===== config.mk =====
export PLATFORM = sky130hd
export DESIGN_NAME = bus_driver
export DESIGN_NICKNAME = d
export VERILOG_FILES = /design/src/rtl/bus_driver.sv
export SDC_FILE = /design/constraint.sdc
export NUM_CORES = 1
export LEC_CHECK = 0
export CAP_MARGIN = 5
export CORE_MARGIN = 3
export CORE_UTILIZATION = 42
export DETAILED_ROUTE_END_ITERATION = 16
export HOLD_SLACK_MARGIN = 0.1
export PLACE_DENSITY_LB_ADDON = 0.1
export SETUP_SLACK_MARGIN = 0.4
export SYNTH_ARGS = -nofsm -noshare
export SYNTH_HDL_FRONTEND = slang
export SYNTH_SLANG_ARGS = --single-unit
export TNS_END_PERCENT = 10

===== constraint.sdc =====
create_clock -name clk -period 3.3 [get_ports clk]
set_input_delay 0.66 -clock clk [delete_from_list [all_inputs] [get_ports clk]]
set_output_delay 0.66 -clock clk [all_outputs]
set_load 0.05 [all_outputs]

===== src/rtl/bus_driver.sv =====
// rtl/bus_driver.sv - round-robin shared-bus source arbiter and registered bus driver
//
// Grants one of N_SRC requesting sources at a time, round-robin. The winner's
// byte is captured once at grant time and held on the bus until the sink acks.
// Optional feature macro: BUS_TIMEOUT_EN abandons a transfer after TIMEOUT
// DRIVE cycles without ack and pulses timeout_err for one cycle.
//
// Ports:
//   clk          clock, all state updates on the rising edge
//   rst          synchronous active-high reset
//   req          per-source drive request (level)
//   src_data     source i data at [i*WIDTH +: WIDTH]
//   bus_ack      sink has loaded the bus value this cycle
//   gnt          one-hot grant (registered)
//   bus          registered bus value
//   bus_valid    bus holds a granted value
//   busy         high in DRIVE state
//   timeout_err  one-cycle pulse on abandoned transfer (0 without BUS_TIMEOUT_EN)
module bus_driver #(
  parameter int N_SRC   = 4,
  parameter int WIDTH   = 8,
  parameter int TIMEOUT = 15
) (
  input  logic                   clk,
  input  logic                   rst,
  input  logic [N_SRC-1:0]       req,
  input  logic [N_SRC*WIDTH-1:0] src_data,
  input  logic                   bus_ack,
  output logic [N_SRC-1:0]       gnt,
  output logic [WIDTH-1:0]       bus,
  output logic                   bus_valid,
  output logic                   busy,
  output logic                   timeout_err
);

  localparam int IW = (N_SRC > 1) ? $clog2(N_SRC) : 1;

  typedef enum logic {IDLE, DRIVE} state_t;

  state_t        state;
  logic [IW-1:0] last;
  logic [IW-1:0] win;
  logic          found;

  // Scan last+1, last+2, ... (mod N_SRC); the first requester found wins.
  always_comb begin : p_arb
    int            idx;
    logic [IW-1:0] cand;
    idx   = 0;
    cand  = '0;
    win   = '0;
    found = 1'b0;
    for (int k = 1; k <= N_SRC; k++) begin
      idx  = (int'(last) + k) % N_SRC;
      cand = IW'(idx);
      if (!found && req[cand]) begin
        found = 1'b1;
        win   = cand;
      end
    end
  end

`ifdef BUS_TIMEOUT_EN
  localparam int CW = $clog2(TIMEOUT + 1);
  logic [CW-1:0] tcnt;
`else
  assign timeout_err = 1'b0;
`endif

  always_ff @(posedge clk) begin
    if (rst) begin
      state     <= IDLE;
      gnt       <= '0;
      bus       <= '0;
      bus_valid <= 1'b0;
      busy      <= 1'b0;
      last      <= IW'(N_SRC - 1);
`ifdef BUS_TIMEOUT_EN
      tcnt        <= '0;
      timeout_err <= 1'b0;
`endif
    end else begin
`ifdef BUS_TIMEOUT_EN
      timeout_err <= 1'b0;
`endif
      case (state)
        IDLE: begin
          // bus keeps its last value while idle; only the qualifier drops
          if (found) begin
            state     <= DRIVE;
            gnt       <= {{(N_SRC-1){1'b0}}, 1'b1} << win;
            bus       <= src_data[win*WIDTH +: WIDTH];
            bus_valid <= 1'b1;
            busy      <= 1'b1;
            last      <= win;
`ifdef BUS_TIMEOUT_EN
            tcnt      <= '0;
`endif
          end
        end
        DRIVE: begin
          // req and src_data are ignored here: the transfer runs to ack
          if (bus_ack) begin
            state     <= IDLE;
            gnt       <= '0;
            bus_valid <= 1'b0;
            busy      <= 1'b0;
          end
`ifdef BUS_TIMEOUT_EN
          // tcnt counts completed unacked DRIVE cycles; this is the TIMEOUT-th
          else if (tcnt == CW'(TIMEOUT - 1)) begin
            state       <= IDLE;
            gnt         <= '0;
            bus_valid   <= 1'b0;
            busy        <= 1'b0;
            timeout_err <= 1'b1;
          end else begin
            tcnt <= tcnt + 1'b1;
          end
`endif
        end
        default: state <= IDLE;
      endcase
    end
  end

endmodule

=== Yosys cells after proc, flatten, opt, wreduce, memory -nomap -nowiden ===
Cells that the tools add are included.

* Register bits: 16
* Input port bits: 39
* Output and inout port bits: 15
* Logic and storage cells: 51

* $add $sub $neg: 4
* Order comparisons: 4
* Equality and inequality tests: 2
* Shifts and indexed selects: 2
* Multiplexer cells: 25
* Bitwise logic cells: 1
* Reduce and logical (&&, ||, !) cells: 8

{| class="wikitable"
|+ Operators by type and width
! operator !! count
|-
| $shiftx A32 B6 Y8 || 1
|-
| $lt A2 B3 Y1 const B || 4
|-
| $mux W1 || 12
|-
| $bmux W1 S2 || 4
|-
| $mux W2 || 4
|-
| $mux W4 || 2
|-
| $pmux W4 S2 || 1
|-
| $add A2 B1 Y2 const B || 2
|-
| $add A2 B2 Y2 const B || 2
|-
| $ne A2 B2 Y1 const B || 2
|-
| $pmux W1 S2 || 2
|-
| $reduce_and A2 Y1 || 2
|-
| $shl A1 B2 Y4 const A || 1
|-
| $logic_and A1 B1 Y1 || 3
|-
| $logic_not A1 Y1 || 3
|-
| $not A1 Y1 || 1
|}

=== Depth between registers and ports, before layout ===
Gate-level depths: netlist (run 1).

* Depth in word-level cells: 16
* Mapped depth: 7

=== Least setup slack after synthesis (run 1) ===
OpenSTA, ideal clock, no wires.

* Path kind: input to register
* Start point: input port req[3]
* End point: register bus[3]
* Library setup time: 0.079 ns
* Data arrival time: 1.923 ns
* Data required time: 3.221 ns
* Path slack: 1.298 ns
* Cell stages on the path: 5
* Path buffers: 0
* Path through: nor2b_4 -> a21o_1 -> a211oi_4 -> mux2_2 -> a211oi_2

* Cells in the longest elaborated chain, start to end: 13
* Elaborated cells between the ends (all ways): 24
* Those cells by class: 1 x shift; 16 x mux; 7 x reduce/logical

{| class="wikitable"
|+ Ends and longest elaborated chain
! what !! line !! text
|-
| from (decl) || 26 || <nowiki>input logic [N_SRC-1:0] req,</nowiki>
|-
| $bmux W1 S2 || 56 || <nowiki>if (!found && req[cand]) begin</nowiki>
|-
| $mux W1 (not written as such) || 56 ||
|-
| $mux W1 || 56 ||
|-
| $logic_not A1 Y1 || 56 ||
|-
| $logic_and A1 B1 Y1 || 56 ||
|-
| $mux W1 || 56 ||
|-
| $logic_not A1 Y1 || 56 ||
|-
| $logic_and A1 B1 Y1 || 56 ||
|-
| $mux W1 || 56 ||
|-
| $logic_not A1 Y1 || 56 ||
|-
| $logic_and A1 B1 Y1 || 56 ||
|-
| $mux W2 or $mux W1 (tied branches) || 56 ||
|-
| $shiftx A32 B6 Y8 or $reduce_and A2 Y1 (tied branches) || -- ||
|-
| to (signal assigned) || 92 || <nowiki>bus <= src_data[win*WIDTH +: WIDTH];</nowiki>
|-
| to (decl) || 30 || <nowiki>output logic [WIDTH-1:0] bus,</nowiki>
|}

Parallel ways exist; a longest one is shown, timed or not. The select of a mux whose other input is x is not followed.
A chain may end at the register's enable or synchronous reset.

=== Worst setup path in the final report (run 1) ===
* Start point: input port req[3]
* End point: register bus[1]

The elaborated chain is that of the path after synthesis.

==> results.md, run 1 <==
* Max VDD drop at 0.2671 mV
* Ys async rst share at 0
* Port Buffers at 52
* DR vias/cell at 5.388
* Synth Register Bits at 16
* Clock buffer depth at 2
* Synth cell count leaders: dfxtp_1 (16), mux2i_1 (12), nor3_1 (11)
* CTS tree: built
* GR Layer Usage met3 at 0.05374
* Routed Wire Length at 2760 um
* Clock power share at 0.207
* Vias in the first global route at 1057
* Worst path slowest cell: clkdlybuf4s50_1
* CTS Hold Bufs at 0
* Setup Viol. Count Final at 0
* Cts repair resizes at 0
* Flop pwr share at 0.351
* Share of cells above drive strength 1 at 0.1500
* CP Launch Type: input pin
* GRT Total Usage at 0.1880
* Post-route ant nets at 0
* Yosys top cell area share at 0.3137
* Root Driver: clkbuf_4
* CP Capture Type: register
* Pre-Repair DR Iteration Count at 4
* Switching share of power at 0.3655
* Post-Layout Inst Area at 1572 um2
* Total CTS buffers at 3
* Final Critical Period at 2.328 ns
* Grt met2 use at 0.3412
* Area of the mapped netlist at 1021 um2
* Die span in x at 55.31 um
* Crit Path Max Fanout at 18
* Critical path type: in2reg
* Fin worst setup slack at 0.9717 ns
* Post-route DRC violation count at 0
* Family with the most delay on the worst path: buffers and inverters
* Chip height at 55.31 um
* Setup WS pre-CTS at 0.6650 ns
* Status: complete, no violations
* Antenna violations before repair at 0
* Final hold viol count at 0
* Setup Skew at 0.0008836 ns
* GRT met1 Usage at 0.2118
* Worst-path cell chain: clkdlybuf4s50_1 > nor2b_4 > a21o_1 > a211oi_4 > buf_4 > mux2_2 > a211oi_2
* CP max stage delay at 0.47 ns
* Max-slew violations at 0
* Core area at 2255 um2
* Critical path data required time at 3.52 ns
* Post-place instance area at 1535 um2
* Setup TNS at 0 ns
* Nets at 200
* Gate power share at 0.441
* Unrepaired setup endpoints after global routing: no
* Max-cap violations at 0
* Avg Cell Area, Syn at 9.198 um2
* DRC marker count from the first detailed-route iteration at 18
* GRT Max-Usage Layer: met2
* Worst path bufs/invs at 2
* Placer Congestion at 0.7186
* CTS sink cnt at 16
* Area leader, netlist: dfxtp_1
* GR Overflow Total at 0
* Initial core utilization at 0.4528
* Routed len/inst at 14.68 um
* Most common cell in the netlist: dfxtp_1
* I/O pins at 54
* Largest cells by area after synthesis: dfxtp_1 (31%), mux2i_1 (12%), mux2_2 (8.8%), a211oi_2 (6.1%), nor3_1 (5.4%)
* Number of synthesized flops with an enable pin at 0
* Ys flop type: dfxtp_1
* Clk slew on worst S/H paths at 0.10 ns
* Post-DP HPWL at 2079 um
* Worst hold path type: reg2reg
* Worst rel slew slack at 0.4727
* DR vias at 1013
* Arr. time, crit path at 2.55 ns
* First-pass GRT wire length at 4671 um
* Pwr Density at 416.5 nW/um2
* Worst slew pin tran at 0.7910 ns
* Pint at 0.0004153 W
* Leakage at 0.6181 nW
* Hold Slack at 0.4845 ns
* Yosys warns at 0
* Final period util at 0.7055
* Cells after synthesis at 111
* Final total power at 0.0006546 W
* Largest net degree at the start of global routing at 19
* Ant. Diodes at 0
* Clk_lat worst skew at 0.29 ns
* Area Growth Syn to Fin at 53.92%
* Switching pwr at 0.0002393 W
* Die Area at 3059 um2
* Cell row count at 17
* Post-CTS Setup Bufs at 0
* Syn Nets at 150
* Seq/Total Area, Yosys at 0.3137
* Max Clk Rate at 429.5 MHz
* H-tree Lvls at 1
* Synth cell types at 31
[final cells by class]
type | count | area (um2)
multi-input combinational | 85 | 640.6
tap | 28 | 35.03
inverter | 1 | 3.754
timing repair buffer | 54 | 535.5
sequential | 16 | 320.3
fill | 185 | 683.2
clock buffer | 4 | 36.28
[power groups by stage]
stage               Sequential (W)  Combinational [W]  Clock [W]
global route              0.000233           0.000308   0.000148
finish                    0.000230           0.000289   0.000136
CTS                       0.000230           0.000291   0.000142
global placement          0.000233           0.000284          0
floorplan                 0.000292           0.000132          0
detailed placement        0.000234           0.000290          0
[per-stage QoR]
stage	cells	utilization
after floorplan	111	-
after global placement	184	0.6809
after detailed placement	184	0.6809
after CTS	188	0.6970
after global routing	188	0.6970
final	188	0.6970
[layer usage]
metal	vias to the layer above	part of all wire
met1	477	0.40
met5	-	0
met4	0	0.016
met2	28	0.54
met3	7	0.042
li1	501	-
[final timing paths]
check,start,end,slack (ns),cells after the start
worst min-delay path,busy,busy,0.48,2
worst max-delay path,req[3],bus[1],0.97,7
worst max register to register,last[0],bus[1],1.49,6
worst min register to register,busy,busy,0.48,2
[registers in the layout (all words and copies together), names as in the netlist]
name	flops
state	1
gnt	4
busy	1
bus	8
last	2
[cells in the final DEF, fill, tap and decap left out, types with 2 or more instances in the layout]
master           netlist  routed
nor3_1                11      11
nand2_1                6       6
a21oi_1                5       5
mux2_2                 8       8
nand2b_1               2       2
nand3b_1               3       3
dfxtp_1               16      16
nor2_1                 8       8
clkdlybuf4s50_1        0      52
buf_4                  3       2
a211oi_2               5       5
o21ai_0                4       4
mux2i_1               12      12
clkbuf_4               0       3
a2bb2oi_1              2       2
a21o_1                 2       2
o21bai_1               5       5
[worst min-delay path, delay by kind of cell (launching register included)]
family / cells / cell delay [ns]
compound gates: 1 / 0.05
flops: 1 / 0.34
simple gates: 1 / 0.06
[logic make-up (layout without fill, tap and decap cells)]
| group | count (synthesis) | count (layout) | synth area share |
|---|---|---|---|
| buf+inv | 10 | 59 | 0.05882 |
| flops | 16 | 16 | 0.3137 |
| other cells | 1 | 1 | 0.003673 |
| mux | 20 | 20 | 0.2059 |
| simple gates | 34 | 34 | 0.1728 |
| compound gates | 30 | 30 | 0.2451 |
Note: power is estimated with default switching activity, not from simulation.
==> run 2: changes to the inputs <==
--- a/config.mk
+++ b/config.mk
@@ -7,7 +7,7 @@
 export LEC_CHECK = 0
 export CAP_MARGIN = 5
 export CORE_MARGIN = 3
-export CORE_UTILIZATION = 42
+export CORE_UTILIZATION = 39
 export DETAILED_ROUTE_END_ITERATION = 16
 export HOLD_SLACK_MARGIN = 0.1
 export PLACE_DENSITY_LB_ADDON = 0.1
==> constraint.sdc (replaced) <==
create_clock -name clk -period 2.43 [get_ports clk]
set_input_delay 0.486 -clock clk [delete_from_list [all_inputs] [get_ports clk]]
set_output_delay 0.486 -clock clk [all_outputs]
set_load 0.05 [all_outputs]
==> run 2 against run 1 <==
  * Cell area rose by 8.6%
  * Cell count up 5.3%
  * Die area increased by 6.8%
  * Sequential power up 37%
  * Routed wire length up 7.8%
  * Non-clock buffer count up 10
  * Clock power increased by 30%
  * Flip-flop and latch count unchanged
  * Clock skew rose by 0.0069 ns
  * Sequential share of layout area decreased by 1.6 points
  * Critical endpoint is now bus[2]
==> results.md, run 2 (synthesis gave the netlist of run 1 again) <==
* Max Clk Rate at 512.3 MHz
* Setup TNS at 0 ns (unchanged)
* Largest net degree at the start of global routing at 18 (was 19)
* Commonest non-fill, non-tap cell in the layout: clkdlybuf4s50_1 (unchanged)
* Commonest cells after routing, fill and taps aside: clkdlybuf4s50_1 (48), dfxtp_1 (16), nor3_1 (11), mux2i_1 (11) (was clkdlybuf4s50_1 (52), dfxtp_1 (16), mux2i_1 (12), nor3_1 (11))
* Arr. time, crit path at 1.47 ns (was 2.55 ns)
* Setup Skew at 0.007769 ns (was 0.0008836 ns)
* Cell row count at 17 (unchanged)
* Post-DP HPWL at 2177 um (was 2079 um)
* Max-slew violations at 0 (unchanged)
* Worst-path cell chain: clkdlybuf4s50_1 (was clkdlybuf4s50_1 > nor2b_4 > a21o_1 > a211oi_4 > buf_4 > mux2_2 > a211oi_2)
* Post-route ant nets at 0 (unchanged)
* Max reg flops at 8 (unchanged)
* Die Area at 3268 um2 (was 3059 um2)
* Pint at 0.0006135 W (was 0.0004153 W)
* Clock buffer depth at 2 (unchanged)
* Largest register by flop count: bus (unchanged)
* Final Critical Period at 1.952 ns
* DR vias at 1071 (was 1013)
* Share of cells above drive strength 1 at 0.2176 (was 0.1500)
* Vias in the first global route at 1129 (was 1057)
* First-pass GRT wire length at 4905 um (was 4671 um)
* Clk_lat worst skew at 0.29 ns (about the same)
* I/O pins at 54 (unchanged)
* Leakage at 0.7016 nW (was 0.6181 nW)
* GRT Total Usage at 0.1836 (was 0.1880)
* Initial core utilization at 0.4364 (was 0.4528)
* Die span in x at 57.17 um (was 55.31 um)
* H-tree Lvls at 1 (unchanged)
* Final hold viol count at 0 (unchanged)
* Switching share of power at 0.3544 (was 0.3655)
* Routed Wire Length at 2976 um (was 2760 um)
* Antenna violations before repair at 0 (unchanged)
* Post-route DRC violation count at 0 (unchanged)
* Worst rel slew slack at 0.6334 (was 0.4727)
* Total CTS buffers at 3 (unchanged)
* Switching pwr at 0.0003367 W (was 0.0002393 W)
* Flop pwr share at 0.330 (was 0.351)
* Status: complete, no violations (unchanged)
* Worst hold path type: reg2reg (unchanged)
* Critical path type: reg2out (was in2reg)
* Top Registers: bus (8), gnt (4), last (2) (unchanged)
* Pre-Repair DR Iteration Count at 4 (unchanged)
* GR Overflow Total at 0 (unchanged)
* Pwr Density at 556.8 nW/um2 (was 416.5 nW/um2)
* Max-cap violations at 0 (unchanged)
* Port Buffers at 52 (unchanged)
* CTS sink cnt at 16 (unchanged)
* Worst path slowest cell: clkdlybuf4s50_1 (unchanged)
* Ant. Diodes at 0 (unchanged)
* Chip height at 57.17 um (was 55.31 um)
* CP max stage delay at 0.81 ns (was 0.47 ns)
* Setup Viol. Count Final at 0 (unchanged)
* Clk slew on worst S/H paths at 0.10 ns (about the same)
* Root Driver: clkbuf_4 (unchanged)
* Worst path bufs/invs at 1 (was 2)
* Nets at 210 (was 200)
* DRC marker count from the first detailed-route iteration at 21 (was 18)
* Gate power share at 0.483 (was 0.441)
* CP Capture Type: output pin (was register)
* CTS tree: built (unchanged)
* Routed len/inst at 15.03 um (was 14.68 um)
* Critical path data required time at 1.94 ns (was 3.52 ns)
* Final total power at 0.0009502 W (was 0.0006546 W)
* Crit Path Max Fanout at 2 (was 18)
* Family with the most delay on the worst path: buffers and inverters (unchanged)
* Max VDD drop at 0.5943 mV (was 0.2671 mV)
* Placer Congestion at 0.7833 (was 0.7186)
* CP Launch Type: register (was input pin)
* DR vias/cell at 5.409 (was 5.388)
* Final period util at 0.8032
* Unrepaired setup endpoints after global routing: no (unchanged)
* Clock power share at 0.187 (was 0.207)
* Area Growth Syn to Fin at 67.16% (was 53.92%)
* Core area at 2340 um2 (was 2255 um2)
* Worst slew pin tran at 0.5482 ns (was 0.7910 ns)
==> run 2: cell count changes in the layout (fill, tap and decap cells not counted), sizes merged <==
cell	change
dlymetal6s2s	+2
buf	+10
clkdlybuf4s50	-4
dlygate4sd2	+2
==> run 2: layout make-up <==
type	count	area, um2
Sequential cell	16	320.3
Multi-Input combinational cell	85	649.4
Fill cell	189	633.1
Tap cell	28	35.03
Inverter	1	3.754
Timing Repair Buffer	64	661.9
Clock buffer	4	36.28
==> run 2: worst register-to-register path, stage by stage (launching register included) <==
cell and delay (ns):
dfxtp_1 0.41, nand2b_1 0.20, a21oi_2 0.09, a211oi_4 0.31
buf_6 0.16, buf_16 0.12, buf_4 0.13, mux2i_1 0.22
a211oi_2 0.09
==> run 2: power by group through the flow <==
stage / Clock, W / Combinational [W] / Sequential, W
finish: 0.000177 / 0.000459 / 0.000314
global route: 0.000191 / 0.000486 / 0.000317
CTS: 0.000184 / 0.000443 / 0.000314
detailed placement: 0 / 0.000407 / 0.000318
global placement: 0 / 0.000401 / 0.000318
floorplan: 0 / 0.000179 / 0.000396
==> run 2: timing repair <==
action,CTS,global route
hold buffers,0,0
resized for setup,5,5
cloned,1,0
endpoints found under the setup margin,6,11
buffers inserted,4,2
pin swaps,1,2
==> run 2: worst paths after layout <==
check	end	from	cells past startpoint	slack, ns
worst min-delay path	busy	busy	2	0.49
worst max-delay path	bus[2]	bus[2]	1	0.48
worst min register to register	busy	busy	2	0.49
worst max register to register	bus[0]	last[0]	8	0.62
==> run 2: metrics by stage <==
step | utilization | std cells | instance area (um2) | worst slack (ns) | hold slack (ns)
3_3_place_gp | 0.6711 | 187 | 1570 | 0.08937 | 0.4604
3_5_place_dp | 0.6711 | 187 | 1570 | 0.01612 | 0.4799
5_1_grt | 0.7294 | 198 | 1707 | 0.4207 | 0.5179
6_report | 0.7294 | 198 | 1707 | 0.4782 | 0.4883
4_1_cts | 0.7134 | 196 | 1669 | 0.4187 | 0.4943
2_1_floorplan | - | 111 | 1021 | 0.6020 | 0.5126
==> run 2: per-layer routing <==
| metal | vias to the layer above | wire length, um | share of wire | GRT usage |
|---|---|---|---|---|
| met5 | - | 0 | 0 | 0 |
| met4 | 0 | 18 | 0.0060 | 0.02649 |
| met3 | 2 | 140 | 0.047 | 0.04525 |
| met2 | 34 | 1569 | 0.53 | 0.3409 |
| met1 | 512 | 1247 | 0.42 | 0.2158 |
| li1 | 523 | - | - | - |
